===== config.mk =====
export PLATFORM = sky130hd
export DESIGN_NAME = tcp_tx_route_tag
export DESIGN_NICKNAME = d
export VERILOG_FILES = /design/src/rtl/tcp_tx_route_tag.sv
export SDC_FILE = /design/constraint.sdc
export NUM_CORES = 1
export LEC_CHECK = 0
export BUFFER_PORTS_ARGS = -buffer_cell sky130_fd_sc_hd__buf_2
export CORE_AREA = 5 5 494 496
export DETAILED_ROUTE_END_ITERATION = 12
export DIE_AREA = 0 0 499 501
export PLACE_DENSITY = 0.3
export SLEW_MARGIN = 20
export SYNTH_ARGS = -nofsm -noshare
export SYNTH_HDL_FRONTEND = slang
export SYNTH_SLANG_ARGS = --single-unit
export TNS_END_PERCENT = 100

===== constraint.sdc =====
create_clock -name aclk -period 3.45 [get_ports aclk]
set_input_delay 0.1725 -clock aclk [delete_from_list [all_inputs] [get_ports aclk]]
set_output_delay 0.1725 -clock aclk [all_outputs]
set_load 0.005 [all_outputs]

===== src/rtl/tcp_tx_route_tag.sv =====
// rtl/tcp_tx_route_tag.sv - TX egress stage that tags packets with a per-packet latched route
//
// Purpose: registers the network-side TX stream toward the vIO switch, latching
// the route ID at each packet's first beat so tid/tdest stay constant through
// tlast. A first beat is stalled until a valid route is shown; if none appears
// within TIMEOUT cycles the whole packet is sunk and counted as a drop.
//
// Ports:
//   aclk, aresetn                  clock, asynchronous active-low reset
//   s_axis_*                       input stream (tvalid/tready/tdata/tkeep/tlast)
//   route_id, route_id_valid       route of the current TX connection
//   m_axis_*                       registered output stream with tid/tdest
//   pkt_cnt, beat_cnt, drop_cnt    saturating status counters

module tcp_tx_route_tag #(
    parameter int DATA_BITS  = 512,
    parameter int ROUTE_BITS = 14,
    parameter int ID_BITS    = 4,
    parameter int TIMEOUT    = 1024,
    parameter int CNT_BITS   = 32
) (
    input  logic                    aclk,
    input  logic                    aresetn,

    input  logic                    s_axis_tvalid,
    output logic                    s_axis_tready,
    input  logic [DATA_BITS-1:0]    s_axis_tdata,
    input  logic [DATA_BITS/8-1:0]  s_axis_tkeep,
    input  logic                    s_axis_tlast,

    input  logic [ROUTE_BITS-1:0]   route_id,
    input  logic                    route_id_valid,

    output logic                    m_axis_tvalid,
    input  logic                    m_axis_tready,
    output logic [DATA_BITS-1:0]    m_axis_tdata,
    output logic [DATA_BITS/8-1:0]  m_axis_tkeep,
    output logic                    m_axis_tlast,
    output logic [ID_BITS-1:0]      m_axis_tid,
    output logic [ROUTE_BITS-1:0]   m_axis_tdest,

    output logic [CNT_BITS-1:0]     pkt_cnt,
    output logic [CNT_BITS-1:0]     beat_cnt,
    output logic [CNT_BITS-1:0]     drop_cnt
);

    localparam int TMR_BITS = $clog2(TIMEOUT);
    localparam logic [TMR_BITS-1:0] TMR_LAST = TMR_BITS'(TIMEOUT - 1);

    typedef enum logic [1:0] {
        S_IDLE,
        S_WAIT,
        S_FWD,
        S_DROP
    } state_t;

    state_t                 state;
    state_t                 state_nxt;
    logic [TMR_BITS-1:0]    timer;
    logic [TMR_BITS-1:0]    timer_nxt;
    logic [ROUTE_BITS-1:0]  rt_q;
    logic [ROUTE_BITS-1:0]  beat_rt;
    logic                   ready_en;
    logic                   loadable;
    logic                   accept;
    logic                   fwd_beat;
    logic                   first_beat;
    logic                   drop_done;
    logic                   out_hs;

    assign loadable = !m_axis_tvalid || m_axis_tready;
    assign accept   = s_axis_tvalid && s_axis_tready;
    assign out_hs   = m_axis_tvalid && m_axis_tready;

    // The first beat takes the live route; later beats reuse the latched one.
    assign beat_rt    = first_beat ? route_id : rt_q;
    assign m_axis_tid = m_axis_tdest[ID_BITS-1:0];

    always_comb begin
        state_nxt     = state;
        timer_nxt     = timer;
        s_axis_tready = 1'b0;
        fwd_beat      = 1'b0;
        first_beat    = 1'b0;
        drop_done     = 1'b0;
        case (state)
            S_IDLE, S_WAIT: begin
                // ready_en keeps tready low for the first cycle out of reset,
                // so the reset value is 0 even with route_id_valid high.
                s_axis_tready = ready_en && route_id_valid && loadable;
                if (route_id_valid) begin
                    if (accept) begin
                        fwd_beat   = 1'b1;
                        first_beat = 1'b1;
                        state_nxt  = s_axis_tlast ? S_IDLE : S_FWD;
                    end
                end else if (state == S_IDLE) begin
                    if (s_axis_tvalid) begin
                        state_nxt = S_WAIT;
                        timer_nxt = '0;
                    end
                end else if (timer == TMR_LAST) begin
                    state_nxt = S_DROP;
                end else begin
                    timer_nxt = timer + 1'b1;
                end
            end
            S_FWD: begin
                s_axis_tready = loadable;
                if (accept) begin
                    fwd_beat = 1'b1;
                    if (s_axis_tlast) begin
                        state_nxt = S_IDLE;
                    end
                end
            end
            S_DROP: begin
                s_axis_tready = 1'b1;
                if (accept && s_axis_tlast) begin
                    drop_done = 1'b1;
                    state_nxt = S_IDLE;
                end
            end
            default: begin
                state_nxt = S_IDLE;
            end
        endcase
    end

    always_ff @(posedge aclk or negedge aresetn) begin
        if (!aresetn) begin
            state    <= S_IDLE;
            timer    <= '0;
            rt_q     <= '0;
            ready_en <= 1'b0;
        end else begin
            state    <= state_nxt;
            timer    <= timer_nxt;
            ready_en <= 1'b1;
            if (first_beat) begin
                rt_q <= route_id;
            end
        end
    end

    // Output register: payload and tags only load together with a new beat,
    // so they hold while the downstream stalls.
    always_ff @(posedge aclk or negedge aresetn) begin
        if (!aresetn) begin
            m_axis_tvalid <= 1'b0;
            m_axis_tdata  <= '0;
            m_axis_tkeep  <= '0;
            m_axis_tlast  <= 1'b0;
            m_axis_tdest  <= '0;
        end else if (fwd_beat) begin
            m_axis_tvalid <= 1'b1;
            m_axis_tdata  <= s_axis_tdata;
            m_axis_tkeep  <= s_axis_tkeep;
            m_axis_tlast  <= s_axis_tlast;
            m_axis_tdest  <= beat_rt;
        end else if (m_axis_tready) begin
            m_axis_tvalid <= 1'b0;
        end
    end

    always_ff @(posedge aclk or negedge aresetn) begin
        if (!aresetn) begin
            pkt_cnt  <= '0;
            beat_cnt <= '0;
            drop_cnt <= '0;
        end else begin
            if (out_hs && beat_cnt != '1) begin
                beat_cnt <= beat_cnt + 1'b1;
            end
            if (out_hs && m_axis_tlast && pkt_cnt != '1) begin
                pkt_cnt <= pkt_cnt + 1'b1;
            end
            if (drop_done && drop_cnt != '1) begin
                drop_cnt <= drop_cnt + 1'b1;
            end
        end
    end

endmodule


==> results.md, run 1 <==
* Clock slew at the register clock pins of the worst setup and hold paths at ~0.050 ns
* Post-cts sizing count at 0
* Sequential Power Share at ~37%
* Switching Power at roughly 13000 uW
* Clock power share at 28.7%
* Clk Latency, worst-skew pair at between 0.7 and 0.8 ns
* Area leader, netlist: dfrtp_1
* Synth Flop Type: dfrtp_1
* Max H-tree Level at 3
* Global-route wire length before repair at about 220000 um
* GRT Residual Overflow at 0
* Setup TNS at 0 ns
* Fillers at 26.28k
* CTS tree: yes
* Antenna violations before repair at ~130
* CP Launch Point: state[1]
* R2R Path Start: state[1]
* WL per Instance at approximately 23 um
* Post-synth cell types at 52
* Fraction of layout cells with a size suffix above 1 at a little under three fifths
* Core Area at 239200 um^2
* Path depth of the worst reg2reg path at 6
* Leakage at ~0.022 uW
* CTS Sinks at between 700 and 800
* Largest net degree at the start of global routing at 78
* Port bufs at between 1k and 1.5k
* Synth warn at 0
* Clk root buf: clkbuf_16
* Nets at 4340
* Comb pwr share at around a third
* Required @ worst endpoint at between 4 and 5 ns
* Synthesis-to-layout area growth at 73.00%
* Clk_skew at about 0.028 ns
* Hold Crit Class: primary input to async pin
* Final Max Slew Viols at 0
* Starting Density at between 10% and 20%
* Die height at approximately 500 um
* Cells after Synth at 1786
* Drt pass-1 iters at 4
* Crit. End Element: register
* Num CTS Buffers at 100
* Pwr/cell area at slightly above 800 nW/um^2
* Number of synthesized flops with an enable pin at 0
* DRC errors left at 0
* Int Pwr at 25600 uW
* Dpl hpwl at around 130000 um
* FF-to-FF setup slack at 0.96 ns
* Routed Antenna Nets at 0
* Worst-Margin Slew at 0.9966 ns
* Final core occ at about a fifth
* Setup violators final at 0
* Clk buf depth at 3
* Avg Cell Area, Syn at about 15 um^2
* Cell Area, Synth at between 20000 and 30000 um^2
* DR vias/cell at roughly 3.3
* #FFs+latches synth at 715
* Die area at about 250000 um^2
* Hold Fails Final Rpt at 0
* Tcrit/Tclk final at between 70 and 80%
* Number of global-route vias before repair at ~25k
* CP Class: register to register
* Max-cap viol count at 0
* Unrepaired setup endpoints after global routing: false
* GPL Wtd Cong at around 0.82
* Max FO, Critical Path at 65
* Via count at roughly 23k
* Setup Slack @ Placement at approximately 0.93 ns
* Worst relative slew slack at 33.38%
* DRT iter0 DRCs at around 840
* Worst ir drop on vdd at 0.4629 mV
* Switching Share at between 30% and 40%
* Post-synth top cells: dfrtp_1 (715), mux2_2 (608), buf_2 (61)
* Worst Path Arrival at about 3 ns
* Share of the synthesized area in the top cell type at 64.67%
* Top-count cell post-synth: dfrtp_1
* Chip Width at between 400 and 500 um
* Asr flop ratio synth at between 90% and 100%
* Top cells by area, synth: dfrtp_1 (65%), mux2_2 (25%), xnor2_1 (1.9%)
* Post-route minimum period at approximately 2.5 ns
* Register area share after synthesis at approximately 65%
* Outcome: complete, no violations
* Final worst slack at roughly 0.96 ns
* Critical path startpoint category: register
* Drt total wl at between 150000 and 200000 um
* Gr usage total at around an eighth
* Row cnt at 180
* Syn_nets at 2386
* Fmax at between 400 and 500 MHz
* I/O pin total at roughly 1.3k
power groups by stage:
stage / clock, uW / sequential (uW) / combinational [uW]
3_5_place_dp: 0 / 14300 / 13300
3_3_place_gp: 0 / 14200 / 13300
6_report: 11100 / 14200 / 13300
2_1_floorplan: 0 / 14300 / 4850
5_1_grt: 11900 / 14600 / 14400
4_1_cts: 11600 / 14200 / 13900
path summary, 6_finish.rpt:
| kind | endpoint |
|---|---|
| min in group aclk | m_axis_tdata[86] |
| max in group asynchronous | pkt_cnt[16] |
| max reg2reg | m_axis_tdata[351] |
| max | m_axis_tdata[351] |
| min | m_axis_tdata[342] |
| min reg2reg | beat_cnt[22] |
sequential cells by signal (all words and copies together), names as in the netlist:
name / flops
m_axis_tdata: 512
m_axis_tkeep: 64
beat_cnt: 32
drop_cnt: 32
pkt_cnt: 32
m_axis_tdest: 14
rt_q: 14
timer: 10
state: 2
m_axis_tlast: 1
m_axis_tvalid: 1
ready_en: 1
worst max-delay path, cell delays in order, from the launching register on:
cell      delay [ns]
dfrtp_1         0.50
nor2b_1         0.19
o211ai_1        0.34
buf_4           0.24
buf_12          0.23
buf_12          0.36
mux2_2          0.38
final cells by class:
cell class / instances / area [um^2] / share of cell area, %
timing repair buffer: 1932 / 13030 / 27.22
clock inverter: 30 / 584.3 / 1.221
sequential: 715 / 17890 / 37.38
tap: 3185 / 3985 / 8.326
multi-input combinational: 981 / 9335 / 19.50
antenna: 41 / 102.6 / 0.2144
clock buffer: 149 / 2898 / 6.054
inverter: 10 / 37.54 / 0.07842
metal layers:
layer,vias to the layer above,wire [um],GRT usage [%],part of all wire (%)
met5,-,188,0,0.12
met1,11520,70060,15.89,43
met4,32,4667,3.796,2.9
met2,1024,74410,20.38,46
li1,10300,-,-,-
met3,231,12890,4.056,7.9
logic make-up (layout without fill, tap and decap cells):
family	after synthesis	in the layout	share of synthesized area, %
adder cells (fa/ha/maj)	4	4	0.1809
flip-flops	715	715	64.67
buffers and inverters	90	2121	1.592
other	1	42	0.01355
AO/OA/AOI/OAI	24	24	0.7372
AND/OR/NAND/NOR	246	246	4.943
XOR/XNOR	94	94	2.976
multiplexers	612	612	24.89
stage by stage:
stage / power (uW) / area (um^2) / cells / hold slack (ns)
global route: 40920 / 47800 / 7017 / 0.06833
finish: 38490 / 47860 / 7043 / 0.06809
floorplan: 19150 / 27670 / 1786 / -0.1231
global placement: 27460 / 38320 / 6228 / 0.2734
detailed placement: 27510 / 38320 / 6228 / 0.2618
CTS: 39740 / 47760 / 7002 / 0.004686
cells in the final DEF, fill, tap and decap left out, types with 5 or more instances in the layout:
cell type	instances
and3_1	17
and4_1	7
buf_12	20
buf_2	1287
buf_4	29
bufinv_16	13
clkbuf_1	29
clkbuf_16	101
clkbuf_8	19
clkinv_2	6
dfrtp_1	715
diode_2	41
dlygate4sd3_1	595
inv_1	10
mux2_2	608
nand2_1	39
nand3_1	49
nand4_1	33
nor2_1	38
nor3_1	18
nor4_1	6
or2_2	5
xnor2_1	60
xor2_1	34
what timing repair did:
| item | 4_1_cts | 5_1_grt |
|---|---|---|
| hold buffers | 595 | 0 |
| hold endpoints to repair | 710 | 0 |
| setup buffers | 0 | 0 |
| endpoints found under the setup margin | 0 | 0 |
(Power assumes the default switching activity.)
==> run 2: changes to the inputs <==
--- a/config.mk
+++ b/config.mk
@@ -5,10 +5,11 @@
 export SDC_FILE = /design/constraint.sdc
 export NUM_CORES = 1
 export LEC_CHECK = 0
+export ABC_AREA = 1
 export BUFFER_PORTS_ARGS = -buffer_cell sky130_fd_sc_hd__buf_2
-export CORE_AREA = 5 5 494 496
+export CORE_AREA = 5 5 497 499
 export DETAILED_ROUTE_END_ITERATION = 12
-export DIE_AREA = 0 0 499 501
+export DIE_AREA = 0 0 502 504
 export PLACE_DENSITY = 0.3
 export SLEW_MARGIN = 20
 export SYNTH_ARGS = -nofsm -noshare
==> constraint.sdc (replaced) <==
create_clock -name aclk -period 2.5 [get_ports aclk]
set_input_delay 0.125 -clock aclk [delete_from_list [all_inputs] [get_ports aclk]]
set_output_delay 0.125 -clock aclk [all_outputs]
set_load 0.005 [all_outputs]
==> results.md, run 2 <==
* DRT iter0 DRCs at 1717
* Core Area at approximately 240000 um^2
* CP max stage cell: dlygate4sd3_1
* GRT Residual Overflow at 0
* Largest registers: m_axis_tdata (512), m_axis_tkeep (64)
* Port bufs at roughly 1.3k
* Top cells by area, synth: dfrtp_1 (60%), nand2_1 (30%), nor2_1 (2.1%)
* Post-route minimum period at about 2.3 ns
* Tcrit/Tclk final at about nine tenths
* Via count at approximately 31k
* GPL Wtd Cong at around 0.85
* Main combinational cell family by area after synthesis: simple AND/OR/NAND/NOR gates
* WL per Instance at 19.37 um
* Drt pass-1 iters at 5
* Synthesis-to-layout area growth at 68.67%
* Synth Area in Adders at less than 1%
* Num CTS Buffers at between 90 and 100
* #FFs+latches synth at ~700
* Clk_skew at approximately 0.032 ns
* Fmax at ~440 MHz
* Area leader, netlist: dfrtp_1
* Clk root buf: clkbuf_16
* Antenna violations before repair at 31
* Die height at ~500 um
* Share of the synthesized area in the top cell type at between 60% and 70%
* Row cnt at 181
* CTS tree: yes
* Worst ir drop on vdd at 0.5640 mV
* Placed cells at ~8.1k
* Post-route insts no fill at 8888
* Number of synthesized flops with an enable pin at 0
* Drt total wl at between 150000 and 200000 um
* Largest Register: m_axis_tdata
* Required @ worst endpoint at approximately 3 ns
* Setup Slack @ Placement at between 0.3 and 0.4 ns
* Setup Fix Bufs, Post-CTS at 0
* Most frequent cells in the layout: nand2_1 (2338), buf_2 (1287), dfrtp_1 (715)
* DR vias/cell at ~3.5
* Chip Width at between 500 and 600 um
* Worst Path Arrival at ~2.9 ns
* Post-synthesis compound-gate area fraction at 1.058%
* Mux contribution to synthesized area at 0%
* Final worst slack at between 0.2 and 0.25 ns
* Syn_nets at between 4k and 5k
* Asr flop ratio synth at 100.0%
* Critical path startpoint category: register
* Clk buf depth at 3
* Cell Area, Synth at 29690 um^2
* Fillers at about 27k
* Avg Cell Area, Syn at just over 8 um^2
* Hold Crit Start: s_axis_tdata[310]
* R2R Path Start: timer[0]
* Hold Crit Class: primary input to register
* Number of global-route vias before repair at about 33k
* CP max stage delay at ~0.55 ns
* Final Max Slew Viols at 0
* Synth Flop Type: dfrtp_1
* CTS Sinks at 715
* Cells after Synth at approximately 3.7k
* Starting Density at 12.26%
* Final core occ at around a fifth
* Fraction of layout cells with a size suffix above 1 at between 20% and 30%
* Max-cap viol count at 0
* Max FO, Critical Path at 5
* Worst Hold Depth at 4
* FF-to-FF setup slack at 0.24 ns
* Largest net degree at the start of global routing at around 120
* Worst relative slew slack at between 40% and 50%
* Crit-path leading delay family: simple AND/OR/NAND/NOR gates
* Clock slew at the register clock pins of the worst setup and hold paths at ~0.060 ns
* CP Class: register to register
* Pwr/cell area at 1000 nW/um^2
* Worst Hold Path EP: m_axis_tdata[310]
* Die area at about 250000 um^2
* Worst-Margin Slew at approximately 0.86 ns
* Unrepaired setup endpoints after global routing: false
* Register area share after synthesis at 60.27%
* Outcome: complete, no violations
* Crit-path most repeated cell: nand2_1
* DRC errors left at 0
* Post-synthesis simple-gate area fraction at between 30% and 40%
* Setup violators final at 0
* Most common cell after layout, fill and taps aside: nand2_1
* Global-route wire length before repair at roughly 240000 um
* Hold WS at approximately 0.13 ns
* Post-synth cell types at 25
* Hold Fails Final Rpt at 0
* Dpl hpwl at around 140000 um
* Routed Antenna Nets at 0
* Top-count cell post-synth: nand2_1
* Synth warn at 0
* Leakage at between 0.02 and 0.03 uW
* Post-synthesis xor/xnor area fraction at under 10%
* Cells along the critical path: ha_1 -> nand3_1 -> nor2_4 -> nand3_2 -> nand2_1 -> nand4_1 -> nand2_1 -> nand2_1 -> dlygate4sd3_1
* Max H-tree Level at 3
* I/O pin total at ~1.3k
* Gr usage total at between 10% and 20%
* Path depth of the worst reg2reg path at 9
* CP bufs+invs at 1
* Setup TNS at 0 ns
* Number of flip-flops in the largest register at 512
* Nets at 6203
* Clk Latency, worst-skew pair at roughly 0.7 ns
* Capture instance of the worst register-to-register path: state[1]
* Post-synth top cells: nand2_1 (2338), dfrtp_1 (715), nor2_1 (164)
* Crit. End Element: register
==> run 2: changes by cell type in the layout (fill, tap and decap cells not counted), sizes merged, moves of 18 or more <==
| cell | change |
|---|---|
| inv | +72 |
| nand2 | +2300 |
| nand3b | +32 |
| mux2 | -608 |
| nor2 | +129 |
| xnor2 | -41 |
| buf | +63 |
| o21ai | +28 |
| diode | -30 |
| nand4 | -18 |
==> run 2: worst register-to-register path, stage by stage (launching register included) <==
cell           delay (ns)
dfrtp_1              0.44
ha_1                 0.22
nand3_1              0.16
nor2_4               0.19
nand3_2              0.15
nand2_1              0.14
nand4_1              0.14
nand2_1              0.09
nand2_1              0.05
dlygate4sd3_1        0.55
==> run 2: layout make-up <==
| cell class | instances | area [um^2] | share of cell area [%] |
|---|---|---|---|
| repair buffers | 2003 | 13830 | 27.63 |
| flip-flops and latches | 715 | 17890 | 35.73 |
| multi-input cells | 2705 | 10780 | 21.53 |
| well taps | 3202 | 4006 | 8.001 |
| clock buffers | 145 | 2776 | 5.545 |
| diodes | 11 | 27.53 | 0.05498 |
| clock inverters | 25 | 440.4 | 0.8796 |
| inverters | 82 | 315.3 | 0.6297 |
==> run 2: per-layer routing <==
metal	wire (um)	GRT usage [%]
met1	73110	16.13
met2	82320	22.52
met3	12860	3.791
met4	3717	3.122
met5	119	0
==> run 2: timing repair <==
action / in CTS / in global routing
hold buffers: 603 / 0
gates resized for setup: 0 / 3
hold endpoints to repair: 1250 / 0
endpoints found under the setup margin: 0 / 1
==> run 2: how the worst max path moves through the flow <==
stage | start | to | slack [ns] | cells after the start
6_report | timer[0] | state[1] | 0.24 | 9
4_1_cts | timer[0] | state[1] | 0.02 | 9
3_5_place_dp | state[1] | m_axis_tkeep[0] | 0.31 | 9
3_3_place_gp | state[1] | m_axis_tdest[7] | 0.32 | 9
2_1_floorplan | drop_cnt[0] | drop_cnt[2] | 0.62 | 10
5_1_grt | timer[0] | state[1] | 0.05 | 10
==> run 2: metrics by stage <==
| stage | power (uW) | instance area (um^2) |
|---|---|---|
| after CTS | 51490 | 50030 |
| after floorplan | 24640 | 29690 |
| after global placement | 35680 | 40780 |
| after detailed placement | 35630 | 40780 |
| final | 50070 | 50070 |
| after global routing | 53740 | 50060 |
==> run 2: cells by family (layout without fill, tap and decap cells) <==
logic type	Yosys count	count (layout)
DFF	715	715
AOI/OAI and AO/OA	55	55
buffers and inverters	234	2255
other	1	12
xor gates and xnor gates	43	43
and+or+nand+nor	2602	2602
adders and majority gates	4	4
==> run 2: report_power, final <==
group / leakage (uW) / internal (uW) / total [uW] / switching (uW)
Clock: 0.00156 / 8410 / 14400 / 5950
Sequential: 0.00901 / 16300 / 19600 / 3250
Combinational: 0.0156 / 6650 / 16100 / 9480
Total: 0.0262 / 31400 / 50100 / 18700
==> run 3: changes to the inputs <==
==> constraint.sdc (replaced) <==
create_clock -name aclk -period 2.7 [get_ports aclk]
set_input_delay 0.135 -clock aclk [delete_from_list [all_inputs] [get_ports aclk]]
set_output_delay 0.135 -clock aclk [all_outputs]
set_load 0.005 [all_outputs]
==> results.md, run 3 (same netlist as run 2, synthesis figures left out) <==
* Fraction of layout cells with a size suffix above 1 at approximately 27%
* CP bufs+invs at 3
* CP Launch Point: state[1]
* Hold Fails Final Rpt at 0
* Clock slew at the register clock pins of the worst setup and hold paths at about 0.06 ns
* Largest Register: m_axis_tdata
* Required @ worst endpoint at about 3.3 ns
* Worst relative slew slack at a little over 50%
* Num CTS Buffers at 97
* Chip Width at roughly 500 um
* Crit-path leading delay family: buffers and inverters
* Wl on met1 at between 70000 and 80000 um
* Clk Latency, worst-skew pair at approximately 0.75 ns
* Path depth of the worst reg2reg path at 9
* GRT Residual Overflow at 0
* CP max stage delay at between 0.4 and 0.5 ns
* Number of global-route vias before repair at 32.25k
* WL per Instance at approximately 19 um
* Synthesis-to-layout area growth at 67.43%
* Worst ir drop on vdd at around 0.46 mV
* Area occupied by multi-input gates at 10770 um^2
* Port bufs at between 1k and 1.5k
* Placed inst area at between 40000 and 50000 um^2
* Clk buf depth at 3
* Unrepaired setup endpoints after global routing: false
* DRT iter0 DRCs at between 1.5k and 2k
* Max H-tree Level at 3
* Tcrit/Tclk final at 85.89%
* CTS tree: yes
* Fillers at between 20k and 30k
* Post-route minimum period at 2.319 ns
* Routed Antenna Nets at 0
* CP Class: register to register
* Starting Density at 12.26%
* DR vias/cell at roughly 3.5
* I/O pin total at between 1k and 1.5k
* Largest net degree at the start of global routing at between 100 and 150
* Post-route insts no fill at a little under 9k
* FF-to-FF setup slack at ~0.38 ns
* Setup TNS at 0 ns
* CP max stage cell: dfrtp_1
* Max-cap viol count at 0
* Drt pass-1 iters at 7
* Hold Crit Class: primary input to register
* Pwr/cell area at 928.0 nW/um^2
* Most frequent cells in the layout: nand2_1 (2338), buf_2 (1287), dfrtp_1 (715)
* Highest routed layer: met5
* Outcome: complete, no violations
* Row cnt at about 180
* DRC errors left at 0
* Crit. End Element: register
* Clk_skew at about 0.044 ns
* CTS Sinks at 715
* Drt total wl at 171100 um
* Final core occ at 20.53%
* GPL Wtd Cong at a little under 0.9
* Number of flip-flops in the largest register at approximately 500
* Antenna violations before repair at 29
* Fmax at between 400 and 500 MHz
* Largest registers: m_axis_tdata (512), m_axis_tkeep (64)
* Worst-Margin Slew at between 0.7 and 0.8 ns
* Hold WS at 0.1259 ns
* Die area at approximately 250000 um^2
* Max FO, Critical Path at between 60 and 70
* Crit. path cell count at 9
* Core Area at 242100 um^2
* Nets at roughly 6k
* Final Instance Area at just under 50000 um^2
* Critical path startpoint category: register
* Setup Fix Bufs, Post-CTS at 0
* Gr usage total at between 10% and 20%
* Capture instance of the worst register-to-register path: m_axis_tdata[430]
* Storage element area at between 15000 and 20000 um^2
* Setup violators final at 0
* Worst Path Arrival at between 2 and 3 ns
* Leakage at approximately 0.026 uW
* Final Max Slew Viols at 0
* Cells along the critical path: nand2_1 -> nand3_1 -> nand3_1 -> nor3_4 -> buf_12 -> buf_12 -> buf_4 -> nand2_1 -> nand2_1
* Dpl hpwl at around 130000 um
* Most common cell after layout, fill and taps aside: nand2_1
* Die height at between 500 and 600 um
* Clk root buf: clkbuf_16
* Crit-path most repeated cell: nand2_1
* Worst Setup EP: m_axis_tdata[430]
* DR WL met3 at ~14000 um
* Met2 Wirelength at 79760 um
* Via count at 30.84k
* Global-route wire length before repair at 241700 um
* R2R Path Start: state[1]
* Placed cells at between 8k and 9k
[run 3: worst min path at each step]
stage / start / to / cells after the start
2_1_floorplan: aresetn / beat_cnt[0] / 0
3_3_place_gp: aresetn / m_axis_tdata[27] / 1
3_5_place_dp: aresetn / m_axis_tdata[27] / 1
4_1_cts: s_axis_tdata[310] / m_axis_tdata[310] / 4
5_1_grt: s_axis_tdata[285] / m_axis_tdata[285] / 4
6_report: s_axis_tdata[296] / m_axis_tdata[296] / 4
[run 3: per-layer routing]
metal	vias to the layer above	track usage, %
met2	1101	21.82
met5	-	0
li1	14960	-
met4	14	4.473
met1	14560	15.67
met3	211	4.147
[run 3: stage by stage]
step	setup slack, ns	power [uW]
6_report	0.3809	46120
5_1_grt	0.1037	49450
3_3_place_gp	0.3990	32720
2_1_floorplan	0.8243	22820
4_1_cts	0.3066	47350
3_5_place_dp	0.3616	32700
[run 3: repair_timing]
| action | in CTS | in global routing |
|---|---|---|
| endpoints found under the hold margin | 1251 | 0 |
| hold buffers | 599 | 0 |
| setup endpoints to repair | 0 | 0 |
| resized for setup | 0 | 0 |
[run 3: area by class of cell]
type	count	area share (%)
clock inverters	29	0.8383
well taps	3202	8.061
multi-input cells	2705	21.66
inverters	82	0.6344
diodes	12	0.06042
repair buffers	1969	27.01
clock buffers	146	5.740
flip-flops and latches	715	36.00
[run 3: tightest hold or removal path, delay by kind of cell]
kind / cells / cell delay (ns)
simple gates: 2 / 0.09
buf+inv: 2 / 0.60
[run 3: report_power, final]
group          switching (uW)  total (uW)  internal [uW]
combinational            8820       14800           6010
clock                    5500       13300           7800
sequential               2880       18000          15100
total                   17200       46100          28900
